--- src/rtl/ps2_pkg.sv ---
// Shared types and constants for the PS/2 keyboard receive path.
package ps2_pkg;

  typedef enum logic [1:0] {IDLE, DATA, PARITY, STOP} ps2_state_t;

  localparam logic [7:0] PS2_EXT = 8'hE0;
  localparam logic [7:0] PS2_BRK = 8'hF0;

  typedef struct packed {
    logic [7:0] code;
    logic       brk;
    logic       ext;
  } ps2_event_t;

endpackage

--- src/rtl/ps2_event_fifo.sv ---
// Small synchronous FIFO of decoded key events; drops new events when full.
module ps2_event_fifo
  import ps2_pkg::*;
#(
  parameter int FIFO_DEPTH = 4
) (
  input  logic       clk,
  input  logic       reset,
  input  logic       i_push,
  input  logic       i_pop,
  input  ps2_event_t i_data,
  output logic       o_full,
  output logic       o_empty,
  output ps2_event_t o_head,
  output logic       o_drop
);

  localparam int AW = $clog2(FIFO_DEPTH);

  // Pointers carry one extra wrap bit to tell full from empty.
  logic [AW:0] r_wr;
  logic [AW:0] r_rd;
  ps2_event_t  r_mem [FIFO_DEPTH];
  logic        w_pop;
  logic        w_wr;

  assign o_empty = (r_wr == r_rd);
  assign o_full  = (r_wr[AW] != r_rd[AW]) && (r_wr[AW-1:0] == r_rd[AW-1:0]);
  assign w_pop   = i_pop && !o_empty;
  assign w_wr    = i_push && (!o_full || w_pop);
  assign o_drop  = i_push && o_full && !w_pop;
  assign o_head  = r_mem[r_rd[AW-1:0]];

  always_ff @(posedge clk) begin
    if (reset) begin
      r_wr <= '0;
      r_rd <= '0;
    end else begin
      if (w_wr)  r_wr <= r_wr + (AW+1)'(1);
      if (w_pop) r_rd <= r_rd + (AW+1)'(1);
    end
  end

  always_ff @(posedge clk) begin
    if (w_wr) r_mem[r_wr[AW-1:0]] <= i_data;
  end

endmodule

--- src/rtl/ps2_scan_ctrl.sv ---
// PS/2 keyboard receiver: input sync, frame FSM with parity/stop/timeout
// checks, E0/F0 prefix folding and a buffered event output.
module ps2_scan_ctrl
  import ps2_pkg::*;
#(
  parameter int TIMEOUT_CYCLES = 50000,
  parameter int FIFO_DEPTH     = 4
) (
  input  logic       clk,
  input  logic       reset,
  input  logic       ps2_clk,
  input  logic       ps2_data,
  output logic       ev_valid,
  input  logic       ev_ready,
  output logic [7:0] ev_code,
  output logic       ev_break,
  output logic       ev_ext,
  output logic       err_pulse,
  output logic       ovf_pulse
);

  localparam int            TW   = $clog2(TIMEOUT_CYCLES);
  localparam logic [TW-1:0] TLIM = TW'(TIMEOUT_CYCLES - 1);

  logic          r_clk_s1, r_clk_s2, r_clk_d;
  logic          r_dat_s1, r_dat_s2;
  ps2_state_t    r_state, w_state_nxt;
  logic [2:0]    r_idx;
  logic [7:0]    r_shift;
  logic          r_par;
  logic          r_ext, r_brk;
  logic [TW-1:0] r_tcnt;
  logic          w_fall, w_tout, w_stop_ev, w_good, w_err, w_push;
  logic          w_full, w_empty, w_drop, w_pop;
  ps2_event_t    w_event, w_head;

  // Lines idle high, so the synchronizers reset to 1 to avoid a false edge.
  always_ff @(posedge clk) begin
    if (reset) begin
      r_clk_s1 <= 1'b1;
      r_clk_s2 <= 1'b1;
      r_clk_d  <= 1'b1;
      r_dat_s1 <= 1'b1;
      r_dat_s2 <= 1'b1;
    end else begin
      r_clk_s1 <= ps2_clk;
      r_clk_s2 <= r_clk_s1;
      r_clk_d  <= r_clk_s2;
      r_dat_s1 <= ps2_data;
      r_dat_s2 <= r_dat_s1;
    end
  end

  assign w_fall = r_clk_d && !r_clk_s2;
  assign w_tout = (r_state != IDLE) && (r_tcnt == TLIM) && !w_fall;

  always_ff @(posedge clk) begin
    if (reset) r_state <= IDLE;
    else       r_state <= w_state_nxt;
  end

  always_comb begin
    w_state_nxt = r_state;
    if (w_tout) begin
      w_state_nxt = IDLE;
    end else if (w_fall) begin
      case (r_state)
        IDLE:    if (!r_dat_s2) w_state_nxt = DATA;
        DATA:    if (r_idx == 3'd7) w_state_nxt = PARITY;
        PARITY:  w_state_nxt = STOP;
        default: w_state_nxt = IDLE;
      endcase
    end
  end

  always_comb begin
    w_stop_ev = w_fall && (r_state == STOP);
    w_good    = w_stop_ev && r_dat_s2 && (^{r_shift, r_par});
    w_err     = w_tout || (w_stop_ev && !w_good);
    w_push    = w_good && (r_shift != PS2_EXT) && (r_shift != PS2_BRK);
  end

  always_ff @(posedge clk) begin
    if (w_fall && r_state == DATA)   r_shift <= {r_dat_s2, r_shift[7:1]};
    if (w_fall && r_state == PARITY) r_par   <= r_dat_s2;
  end

  always_ff @(posedge clk) begin
    if (reset) begin
      r_idx  <= '0;
      r_ext  <= 1'b0;
      r_brk  <= 1'b0;
      r_tcnt <= '0;
    end else begin
      if (w_fall && r_state == IDLE)      r_idx <= '0;
      else if (w_fall && r_state == DATA) r_idx <= r_idx + 3'd1;
      if (w_err) begin
        r_ext <= 1'b0;
        r_brk <= 1'b0;
      end else if (w_good) begin
        if (r_shift == PS2_EXT)      r_ext <= 1'b1;
        else if (r_shift == PS2_BRK) r_brk <= 1'b1;
        else begin
          r_ext <= 1'b0;
          r_brk <= 1'b0;
        end
      end
      if (w_fall || r_state == IDLE) r_tcnt <= '0;
      else                           r_tcnt <= r_tcnt + TW'(1);
    end
  end

  assign w_event = {r_shift, r_brk, r_ext};
  assign w_pop   = ev_valid && ev_ready;

  ps2_event_fifo #(.FIFO_DEPTH(FIFO_DEPTH)) u_fifo (
    .clk     (clk),
    .reset   (reset),
    .i_push  (w_push),
    .i_pop   (w_pop),
    .i_data  (w_event),
    .o_full  (w_full),
    .o_empty (w_empty),
    .o_head  (w_head),
    .o_drop  (w_drop)
  );

  // Storage is not reset; mask the head so outputs read zero when empty.
  assign ev_valid  = !w_empty;
  assign ev_code   = w_empty ? 8'h00 : w_head.code;
  assign ev_break  = !w_empty && w_head.brk;
  assign ev_ext    = !w_empty && w_head.ext;
  assign err_pulse = w_err && !reset;
  assign ovf_pulse = w_drop && w_full && !reset;

endmodule
--- config.mk ---
export PLATFORM = sky130hd
export DESIGN_NAME = ps2_scan_ctrl
export DESIGN_NICKNAME = d
export VERILOG_FILES = /design/src/rtl/ps2_pkg.sv /design/src/rtl/ps2_event_fifo.sv /design/src/rtl/ps2_scan_ctrl.sv
export SDC_FILE = /design/constraint.sdc
export NUM_CORES = 1
export LEC_CHECK = 0
export ABC_AREA = 1
export CORE_UTILIZATION = 60
export DETAILED_ROUTE_END_ITERATION = 6
export GPL_TIMING_DRIVEN = 0
export HOLD_SLACK_MARGIN = 0.03
export MAX_ROUTING_LAYER = met4
export PLACE_DENSITY = 0.79
export SYNTH_ARGS = -nofsm -noshare
export SYNTH_HDL_FRONTEND = slang
export SYNTH_HIERARCHICAL = 1
export SYNTH_SLANG_ARGS = --single-unit
--- constraint.sdc ---
create_clock -name clk -period 2.83 [get_ports clk]
set_input_delay 0.4245 -clock clk [delete_from_list [all_inputs] [get_ports clk]]
set_output_delay 0.4245 -clock clk [all_outputs]
set_load 0.02 [all_outputs]
==> summary.txt <==
Yosys
  • Syn avg cell area: 9.29 µm²
  • Syn Nets: 430
  • Synth unique cells: 30
  • Mapped Area: 3830 µm²
  • #FFs+latches synth: 85
  • Synth Warn #: 6
  • Seq/Total Area, Yosys: 57.2%
  • Cells after Synth: 413

Global route
  • Number of global-route vias before repair: 2536
  • Total grt overflow: 0
  • First-pass GRT wire length: 11.3 mm
  • Initial antenna violation count: 0
  • Gr usage total: 23.7%
  • Largest net degree at the start of global routing: 15

Finish
  • Final nets: 470
  • Non-Filler Instances: 533
  • Layout cells sized above 1: 15.7%
  • Final Core Density: 74.0%
  • Layout overhead on the synthesized area: 16.2%
  • Diodes inserted: 0
  • Filler Cells Inserted: 423

Drt
  • DR pass1 iterations: 5
  • Wirelength per Cell: 13.5 µm
  • Vias per cell: 5.22
  • Total Wirelength: 7.22 mm
  • DR vias: 2784
  • Remaining antenna violation count: 0
  • DRC violation count after routing: 0
  • 1st-iter DRT viols: 114

Clocking
  • CTS buffer count: 9
  • Clk buf depth: 2
  • Clock-pin transition on the worst setup and hold timing paths: 0.08 ns
  • Clk_lat worst skew: 0.34 ns
  • Root buffer cell: clkbuf_8
  • H-tree level count: 3
  • TritonCTS clock tree: yes
  • CTS sink cnt: 85

Hold path
  • Hold Path End: r_clk_s2
  • Hold Crit Class: reg2reg
  • Hold Path Origin: r_clk_s1
  • Hold Path Stages: 1

Floorplan
  • Die Area: 6710 µm²
  • Initial core utilization: 63.6%
  • Die height: 81.9 µm
  • Core area: 6030 µm²
  • # IOs: 18
  • Die Wd: 81.9 µm
  • # rows: 28

Job
  • MaxCap Viol Count: 0

Timing
  • Final clock skew: 0.00679 ns
  • Hold Violations, Final: 0
  • Fmax: 372 MHz
  • Final slew viol count: 0
  • Final WS setup: 0.145 ns
  • Worst Max-Slew Pin Slew: 0.894 ns
  • Relative max-transition margin: 40.2%
  • Tcrit/Tclk final: 94.9%
  • Final setup vio count: 0
  • Sum of negative setup slack: 0 ns
  • Period minus WS final: 2.69 ns
  • Final hold slack: 0.418 ns

Placement
  • Hpwl dp: 4.79 mm
  • Post-Place Setup Slack: -0.182 ns
  • Port Buffer Count: 17
  • Placer congestion estimate: 0.820
  • Placed cells: 505

Worst setup path
  • Worst Path Buf+Inv: 3
  • Crit Path Category: reg2out
  • CP max FO: 5
  • Max incr delay on CP: 0.44 ns
  • Worst reg2reg startpoint: u_fifo/r_wr[1]
  • Crit-path most repeated cell: nand2_1
  • Worst R2R Path Depth: 11
  • R2R setup slack: 0.32 ns
  • Data arrival time of the worst path: 2.26 ns
  • Critical path's top delay family: simple AND/OR/NAND/NOR gates
  • CP Capture Type: output pin
  • Slowest-stage cell, CP: edfxtp_1
  • R2r endpoint: u_fifo/r_mem[0][8]
  • Worst EP required: 2.41 ns
  • Crit-path cells: buf_4 > nand2_1 > nand2_1 > nand2_1 > nand3_1 > nand2_1 > nand2_1 > nand2_2 > nand3_2 > nor2_4 > inv_1 > nor2_2 > nand2_1 > nor2_1 > buf_2
  • Crit path launch type: flip-flop
  • Crit path launch: r_shift[0]

Power
  • Leakage: 1.67 nW
  • Peak VDD IR: 288 µV
  • Pwr per Cell Area: 500 nW/µm²

Run status
  • Run status: finished clean
cell usage in the layout, fill, tap and decap left out, drive strengths merged:
cell type      Yosys  layout
or2                4       4
xor2               5       5
nor4               4       4
dlymetal6s2s       0       1
o31ai              1       1
o21ai             27      27
a211oi             1       1
buf                0      14
nor3               3       3
a21oi             20      20
dfxtp             36      36
o22ai             10      10
nand4              4       4
nor3b              1       1
bufinv             0       2
xnor2              5       5
ha                12      12
clkinv             1       6
nand2             74      74
o21a               1       1
nand3             16      16
inv               63      63
nor2              70      70
clkdlybuf4s50      0      15
edfxtp            49      49
clkbuf             6      14
cell families after synthesis:
kind of cell | share of synthesized area [%]
AOI/OAI and AO/OA | 8.48
xor gates and xnor gates | 2.48
adders and majority gates | 3.92
buffers and inverters | 6.85
DFF | 57.2
and+or+nand+nor | 21.1
sequential cells by signal (all words and copies together), names as in the netlist, named ones only:
register / cells
r_par: 1
r_clk_s2: 1
r_tcnt: 16
r_idx: 3
r_brk: 1
u_fifo/r_rd: 3
r_clk_s1: 1
r_clk_d: 1
u_fifo/r_mem: 40
r_dat_s2: 1
r_shift: 8
u_fifo/r_wr: 3
r_dat_s1: 1
r_state: 2
r_ext: 1
Yosys cell counts:
master | number | area share (%)
nand2_2 | 6 | 0.98
nor2_1 | 62 | 6.1
inv_1 | 61 | 6.0
nor2_2 | 4 | 0.65
o22ai_1 | 10 | 1.6
nor4_1 | 4 | 0.65
nor3b_1 | 1 | 0.20
ha_1 | 12 | 3.9
clkinv_1 | 1 | 0.098
nand3_2 | 6 | 1.6
nor2_4 | 4 | 1.2
xnor2_1 | 4 | 0.91
dfxtp_1 | 36 | 19
nand3_1 | 10 | 1.3
xor2_1 | 5 | 1.1
a21oi_1 | 20 | 2.6
inv_2 | 2 | 0.20
a211oi_2 | 1 | 0.33
edfxtp_1 | 49 | 38
nand2_1 | 68 | 6.7
or2_2 | 4 | 0.65
o21ai_0 | 25 | 3.3
nor3_1 | 3 | 0.39
nand4_2 | 1 | 0.33
xnor2_2 | 1 | 0.42
o31ai_1 | 1 | 0.20
o21a_1 | 1 | 0.20
clkbuf_1 | 6 | 0.59
nand4_1 | 3 | 0.49
o21ai_1 | 2 | 0.26
worst max path at each step:
| stage | depth (start not counted) | slack [ns] | endpoint |
|---|---|---|---|
| global placement | 11 | -0.13 | ovf_pulse |
| detailed placement | 13 | -0.18 | ovf_pulse |
| global route | 15 | -0.006 | ovf_pulse |
| finish | 15 | 0.14 | ovf_pulse |
| floorplan | 11 | 0.53 | u_fifo/r_mem[0][0] |
| CTS | 12 | -0.01 | ovf_pulse |
per-layer routing:
layer	track usage [%]	wire length (µm)	up-vias
met2	40.9	3830	60
li1	-	-	1426
met1	27.7	2980	1288
met4	8.77	96	0
met5	-	0	-
met3	4.11	311	10
through the flow:
stage                     instance area, µm²  power, mW
final                                   4460       2.23
after floorplan                         3830       1.34
after detailed placement                4100       1.35
after global placement                  4100       1.35
after CTS                               4360       2.24
after global routing                    4460       2.30
worst register-to-register path: cells and delay by family, from the launching register on:
family	cells	cell delay [ns]
buffers and inverters	4	0.46
flip-flops	1	0.42
AND/OR/NAND/NOR	7	1.25
repair_timing:
item | 4_1_cts | 5_1_grt
gates resized for setup | 11 | 15
setup endpoints to repair | 42 | 3
hold buffers | 0 | 0
pin swaps | 0 | 1
buffers inserted | 3 | 9
power breakdown:
part	total, mW	internal [mW]	switching, mW
sequential	1.30	1.29	0.00174
clock	0.912	0.493	0.419
combinational	0.0230	0.0102	0.0128
total	2.23	1.80	0.434
final cells by class:
cell class              instances  area (µm²)  share of cell area, %
plain buffers                   6        27.5                  0.617
clock buffers                   9         124                   2.78
clock inverters                 7        90.1                   2.02
inverters                      64         240                   5.39
multi-input cells             258        1430                   32.1
flip-flops and latches         85        2190                   49.2
well taps                      75        93.8                   2.10
repair buffers                 29         258                   5.78
Note: power is estimated with default switching activity, not from simulation.
